[src/rtl/mem_bus_arbiter.sv]
// mem_bus_arbiter: shares one AHB-style single-beat master port between the IF and MEM requesters.
// Define ARB_FAIRNESS_EN to add the IF starvation guard (STARVE_MAX consecutive MEM grants).
module mem_bus_arbiter #(
    parameter int ADDR_W     = 64,
    parameter int DATA_W     = 64,
    parameter int STARVE_MAX = 4
) (
    input  logic              CLK,
    input  logic              RSTN,
    input  logic              if_req,
    input  logic [ADDR_W-1:0] if_addr,
    input  logic              if_flush,
    output logic              if_ack,
    output logic [DATA_W-1:0] if_rdata,
    input  logic              mem_req,
    input  logic              mem_write,
    input  logic [ADDR_W-1:0] mem_addr,
    input  logic [DATA_W-1:0] mem_wdata,
    input  logic [2:0]        mem_size,
    output logic              mem_ack,
    output logic [DATA_W-1:0] mem_rdata,
    output logic [ADDR_W-1:0] HADDR,
    output logic [DATA_W-1:0] HWDATA,
    output logic              HWRITE,
    output logic [2:0]        HSIZE,
    output logic              HTRANS,
    input  logic [DATA_W-1:0] HRDATA,
    input  logic              HREADY
);

    // state  | meaning
    // S_IDLE | no transfer; arbitrate pending requests
    // S_ADDR | address phase on the bus (HTRANS=1 this cycle)
    // S_DATA | data phase; wait for HREADY, then ack the owner
    typedef enum logic [1:0] {
        S_IDLE = 2'd0,
        S_ADDR = 2'd1,
        S_DATA = 2'd2
    } state_t;

    localparam logic [2:0] IF_HSIZE = 3'd2;

    if (STARVE_MAX < 1) begin : g_cfg_check
        $error("mem_bus_arbiter: STARVE_MAX must be at least 1");
    end

    state_t            r_state;
    logic              r_owner_if;
    logic              r_flushed;
    logic [DATA_W-1:0] r_wdata;

    logic w_if_pend;
    logic w_mem_pend;
    logic w_starved;
    logic w_grant;
    logic w_grant_if;
    logic w_if_flush_own;

    // The ack cycle is a no-grant cycle: the acked requester still shows its
    // request this cycle and must not be served twice.
    assign w_if_pend      = if_req & ~if_flush;
    assign w_mem_pend     = mem_req;
    assign w_grant        = (w_if_pend | w_mem_pend) & ~(if_ack | mem_ack);
    assign w_grant_if     = w_if_pend & (~w_mem_pend | w_starved);
    assign w_if_flush_own = r_owner_if & if_flush;

`ifdef ARB_FAIRNESS_EN
    localparam int CNT_W = $clog2(STARVE_MAX + 1);
    localparam logic [CNT_W-1:0] CNT_MAX = CNT_W'(STARVE_MAX);

    logic [CNT_W-1:0] r_starve;

    assign w_starved = (r_starve == CNT_MAX);

    always_ff @(posedge CLK or negedge RSTN) begin
        if (!RSTN) begin
            r_starve <= '0;
        end else if (r_state == S_IDLE) begin
            if (!if_req) begin
                r_starve <= '0;
            end else if (w_grant) begin
                if (w_grant_if) begin
                    r_starve <= '0;
                end else if (!w_starved) begin
                    r_starve <= r_starve + CNT_W'(1);
                end
            end
        end
    end
`else
    assign w_starved = 1'b0;
`endif

    always_ff @(posedge CLK or negedge RSTN) begin
        if (!RSTN) begin
            r_state    <= S_IDLE;
            r_owner_if <= 1'b0;
            r_flushed  <= 1'b0;
            r_wdata    <= '0;
            HADDR      <= '0;
            HWDATA     <= '0;
            HWRITE     <= 1'b0;
            HSIZE      <= '0;
            HTRANS     <= 1'b0;
            if_ack     <= 1'b0;
            if_rdata   <= '0;
            mem_ack    <= 1'b0;
            mem_rdata  <= '0;
        end else begin
            if_ack  <= 1'b0;
            mem_ack <= 1'b0;
            case (r_state)
                S_IDLE: begin
                    if (w_grant) begin
                        r_state   <= S_ADDR;
                        HTRANS    <= 1'b1;
                        r_flushed <= 1'b0;
                        if (w_grant_if) begin
                            r_owner_if <= 1'b1;
                            HADDR      <= if_addr;
                            HWRITE     <= 1'b0;
                            HSIZE      <= IF_HSIZE;
                            r_wdata    <= '0;
                        end else begin
                            r_owner_if <= 1'b0;
                            HADDR      <= mem_addr;
                            HWRITE     <= mem_write;
                            HSIZE      <= mem_size;
                            r_wdata    <= mem_wdata;
                        end
                    end
                end
                S_ADDR: begin
                    r_state <= S_DATA;
                    HTRANS  <= 1'b0;
                    HWDATA  <= HWRITE ? r_wdata : '0;
                    if (w_if_flush_own) begin
                        r_flushed <= 1'b1;
                    end
                end
                S_DATA: begin
                    if (w_if_flush_own) begin
                        r_flushed <= 1'b1;
                    end
                    if (HREADY) begin
                        r_state <= S_IDLE;
                        if (r_owner_if) begin
                            // a flushed fetch still finishes on the bus but is dropped here
                            if (!(r_flushed | if_flush)) begin
                                if_rdata <= HRDATA;
                                if_ack   <= 1'b1;
                            end
                        end else begin
                            mem_ack <= 1'b1;
                            if (!HWRITE) begin
                                mem_rdata <= HRDATA;
                            end
                        end
                    end
                end
                default: begin
                    r_state <= S_IDLE;
                    HTRANS  <= 1'b0;
                end
            endcase
        end
    end

endmodule

[config.mk]
export PLATFORM = sky130hd
export DESIGN_NAME = mem_bus_arbiter
export DESIGN_NICKNAME = d
export VERILOG_FILES = /design/src/rtl/mem_bus_arbiter.sv
export SDC_FILE = /design/constraint.sdc
export NUM_CORES = 1
export LEC_CHECK = 0
export BUFFER_PORTS_ARGS = -buffer_cell sky130_fd_sc_hd__buf_2
export CORE_AREA = 2 2 207 209
export CTS_CLUSTER_SIZE = 40
export DETAILED_ROUTE_END_ITERATION = 7
export DIE_AREA = 0 0 209 211
export PLACE_DENSITY_LB_ADDON = 0.08
export SYNTH_ARGS = -nofsm -noshare
export SYNTH_HDL_FRONTEND = slang
export SYNTH_SLANG_ARGS = --single-unit
[constraint.sdc]
create_clock -name CLK -period 4.9 [get_ports CLK]
set_input_delay 0.98 -clock CLK [delete_from_list [all_inputs] [get_ports CLK]]
set_output_delay 0.98 -clock CLK [all_outputs]
set_load 0.03 [all_outputs]
==> load_flow_metrics.sql <==
INSERT INTO impl_metrics (metric_group, metric, value, unit) VALUES
('run_status', 'result_of_the_run', 'completed', ''),
('worst_setup_path', 'start_kind', 'register', ''),
('global_route', 'grt_first_pass_wirelength', '66090', 'microns'),
('synthesis', 'synth.yosys.seq_area_share', '64.22', '%'),
('floorplanning', 'floorplan.rows', '75', ''),
('sta', 'period_minus_slack', '2980', 'ps'),
('drt', 'dr_total_vias', '10010', ''),
('worst_setup_path', 'criticalPathCategory', 'register to register', ''),
('clocking', 'worstSkewPairLatency', '550', 'ps'),
('global_route', 'grt_start_max_net_pins', '106', ''),
('pwr', 'p_total', '13.39', 'mW'),
('synthesis', 'synthesis.area_per_instance', '12.60', 'sq um'),
('floorplanning', 'floorplan.die_area', '44100', 'sq um'),
('clocking', 'clock_path_buffers', '3', ''),
('clocking', 'clock_tree_from_tritoncts', 'done', ''),
('sta', 'setup_tns', '0', 'ps'),
('global_route', 'grt-ovfl-total', '0', ''),
('synthesis', 'synth.largest_area_cell', 'sky130_fd_sc_hd__dfrtp_1', ''),
('sta', 'final_number_of_max_transition_violations', '0', ''),
('final_layout', 'layout.core_utilization', '41.20', '%'),
('clocking', 'cts_max_level', '2', ''),
('sta', 'timing.final.setup_violations', '0', ''),
('floorplanning', 'die_h', '211', 'microns'),
('synthesis', 'netlist_area', '12900', 'sq um'),
('floorplanning', 'fp.dieW', '209', 'microns'),
('worst_setup_path', 'worst-endpoint-arrival', '3400', 'ps'),
('final_layout', 'syn2layout_area_growth', '33.37', '%'),
('floorplanning', 'core-area', '41760', 'sq um'),
('worst_hold_path', 'worst_hold_path_type', 'register to register', ''),
('clocking', 'postCtsSetupRepairBufs', '0', ''),
('worst_setup_path', 'worst_setup_path_end_kind', 'register', ''),
('clocking', 'post_cts.resized_instances', '0', ''),
('sta', 'finClkSkew', '12.06', 'ps'),
('synthesis', 'synth.net_count', '1294', ''),
('sta', 'grt_setup_unrepaired', 'false', ''),
('final_layout', 'post_route_cells_drive_above_1_share', '46.47', '%'),
('sta', 'timing_worst_slew_pin_value', '943.7', 'ps'),
('synthesis', 'synth_top_area_share', '64.22', '%'),
('synthesis', 'yosysWarnings', '0', ''),
('floorplanning', 'start_util', '30.89', '%'),
('clocking', 'numCtsBuffers', '40', ''),
('place', 'place.detailed.hpwl', '29880', 'microns'),
('drt', 'vias_per_cell', '4.764', ''),
('flow_run', 'max-cap-violations', '0', ''),
('clocking', 'cts-root-buf', 'sky130_fd_sc_hd__clkbuf_16', ''),
('synthesis', 'postSynthCellCount', '1024', ''),
('place', 'place_congestion', '0.8124', ''),
('drt', 'detail_route.drc_violations', '0', ''),
('global_route', 'via_count_of_the_first_global_routing_pass', '10690', ''),
('drt', 'post_drt_wl_per_cell', '20.67', 'microns'),
('clocking', 'holdBufCountCts', '0', ''),
('sta', 'finalHoldViolations', '0', ''),
('worst_setup_path', 'crit_fanout', '52', ''),
('sta', 'highest_attainable_clock_frequency', '0.3356', 'GHz'),
('pwr', 'cellPowerDensity', '778.4', 'nW/um^2'),
('synthesis', 'synth.ff_latch_count', '331', ''),
('place', 'place.port_buffers', '528', ''),
('synthesis', 'yosys-top-cells-area', 'sky130_fd_sc_hd__dfrtp_1, sky130_fd_sc_hd__mux2_2, sky130_fd_sc_hd__a32o_1', ''),
('synthesis', 'synthDistinctLibCells', '28', ''),
('drt', 'antenna_left', '0', ''),
('pwr', 'power_leakage', '8.574', 'nW'),
('floorplanning', 'ios', '529', ''),
('pwr', 'power.ir.vdd_worst', '0.0003526', 'V'),
('drt', 'wl', '43450', 'microns'),
('global_route', 'antenna_found_initial', '10', ''),
('place', 'pre_cts_setup_slack', '1881', 'ps'),
('sta', 'maxSlewHeadroom', '37.08', '%'),
('global_route', 'track_usage', '19.59', '%'),
('sta', 'period_utilization_post_route', '60.81', '%'),
('worst_setup_path', 'data_required_time_of_the_critical_path', '5320', 'ps'),
('clocking', 'clock_pin_transition_on_the_worst_setup_and_hold_timing_paths', '60', 'ps'),
('clocking', 'numClockSinks', '331', ''),
('final_layout', 'finalNetCount', '1801', ''),
('drt', 'detail_route.first_pass.iterations', '4', ''),
('drt', 'drt-initial-drc-count', '531', ''),
('sta', 'finalWorstSetupSlack', '1920', 'ps');
## worst paths after layout
path,startpoint,cells past startpoint,end,slack (ps)
max,r_state[1],7,r_wdata[24],1920
min,HSIZE[2],1,HSIZE[2],480
max reg2reg,r_state[1],7,r_wdata[24],1920
min reg2reg,HSIZE[2],1,HSIZE[2],480
max in group asynchronous,RSTN,2,HWDATA[35],3320
min in group asynchronous,RSTN,1,HWDATA[28],500
## synthesized netlist by cell type
library cell	instances
sky130_fd_sc_hd__buf_4	5
sky130_fd_sc_hd__nor2_1	132
sky130_fd_sc_hd__nor3b_1	1
sky130_fd_sc_hd__buf_2	24
sky130_fd_sc_hd__nor2b_1	2
sky130_fd_sc_hd__o22a_1	2
sky130_fd_sc_hd__o21ai_1	1
sky130_fd_sc_hd__nand2_2	2
sky130_fd_sc_hd__inv_1	68
sky130_fd_sc_hd__nor3b_2	1
sky130_fd_sc_hd__nor3_4	1
sky130_fd_sc_hd__o21a_4	1
sky130_fd_sc_hd__buf_6	19
sky130_fd_sc_hd__mux2_2	115
sky130_fd_sc_hd__a32o_1	67
sky130_fd_sc_hd__o22ai_1	64
sky130_fd_sc_hd__mux2_1	14
sky130_fd_sc_hd__a21oi_1	2
sky130_fd_sc_hd__o21ai_2	1
sky130_fd_sc_hd__o32a_1	1
sky130_fd_sc_hd__clkbuf_1	22
sky130_fd_sc_hd__o21ai_0	65
sky130_fd_sc_hd__buf_1	7
sky130_fd_sc_hd__nand2_1	6
sky130_fd_sc_hd__nor3_2	1
sky130_fd_sc_hd__nand3_1	65
sky130_fd_sc_hd__dfrtp_1	331
sky130_fd_sc_hd__ha_1	4
## stage by stage
stage	cell area, sq um	cells	hold WS, ps
final	17200	2102	483.7
after CTS	17190	2097	488.9
after detailed placement	15910	2028	474.6
after floorplan	12900	1024	466.6
after global routing	17200	2100	498.8
after global placement	15910	2028	464.5
## power by group
group	internal (mW)	switching, mW	total [mW]	leakage (nW)
registers	4.00	0.685	4.69	4.15
logic	1.79	3.97	5.76	3.79
clock network	1.77	1.16	2.94	0.629
total	7.57	5.82	13.4	8.57
## cell usage in the layout (no fill, tap or decap), types with 3 or more instances in the layout
master                      instances
sky130_fd_sc_hd__mux2_2           115
sky130_fd_sc_hd__clkbuf_16         41
sky130_fd_sc_hd__nand2_2            4
sky130_fd_sc_hd__buf_4             12
sky130_fd_sc_hd__dfrtp_1          330
sky130_fd_sc_hd__a32o_1            67
sky130_fd_sc_hd__o21ai_0           65
sky130_fd_sc_hd__clkbuf_8           9
sky130_fd_sc_hd__ha_1               3
sky130_fd_sc_hd__nand3_1           65
sky130_fd_sc_hd__nand2_1            4
sky130_fd_sc_hd__mux2_1            14
sky130_fd_sc_hd__clkinv_2           3
sky130_fd_sc_hd__buf_2            527
sky130_fd_sc_hd__nor2_1           132
sky130_fd_sc_hd__o22ai_1           64
sky130_fd_sc_hd__diode_2            5
sky130_fd_sc_hd__clkbuf_1          13
sky130_fd_sc_hd__inv_1             68
## sequential cells by signal (all words and copies together) (netlist names), 2 cells and up
register / cells
r_wdata: 64
HADDR: 64
HSIZE: 3
r_state: 2
if_rdata: 64
HWDATA: 64
mem_rdata: 64
## cells by family (layout without fill, tap and decap cells)
| family | Yosys count | count (layout) | share of synthesized area, % |
|---|---|---|---|
| AND/OR/NAND/NOR | 211 | 211 | 7.091 |
| multiplexers | 129 | 129 | 11.26 |
| other | 0 | 5 | 0 |
| AO/OA/AOI/OAI | 204 | 204 | 11.34 |
| flip-flops | 331 | 331 | 64.22 |
| adder cells (fa/ha/maj) | 4 | 4 | 0.3880 |
| buffers and inverters | 145 | 679 | 5.704 |
## final cells by class
| class | count | area [sq um] |
|---|---|---|
| Fill cell | 4147 | 24560 |
| Sequential cell | 331 | 8284 |
| Multi-Input combinational cell | 548 | 3911 |
| Timing Repair Buffer | 542 | 2783 |
| Clock buffer | 63 | 1199 |
| Tap cell | 539 | 674.4 |
| Inverter | 68 | 255.2 |
| Clock inverter | 6 | 83.83 |
| Antenna cell | 5 | 12.51 |
## worst max-delay path, cell delays in order (launching register included)
cell	delay, ps
sky130_fd_sc_hd__dfrtp_1	390
sky130_fd_sc_hd__inv_1	140
sky130_fd_sc_hd__ha_1	280
sky130_fd_sc_hd__nor3b_4	740
sky130_fd_sc_hd__buf_4	360
sky130_fd_sc_hd__o21ai_4	220
sky130_fd_sc_hd__buf_4	400
sky130_fd_sc_hd__a32o_1	300
## metal layers
layer | wire length, microns | up-vias | track usage [%] | part of all wire [%]
met2 | 22110 | 325 | 33.92 | 51
met4 | 1039 | 14 | 5.616 | 2.4
met1 | 16790 | 4984 | 22.97 | 39
met5 | 79 | - | 0 | 0.18
met3 | 3436 | 70 | 6.869 | 7.9
li1 | - | 4621 | - | -
Note: power is estimated with default switching activity, not from simulation.
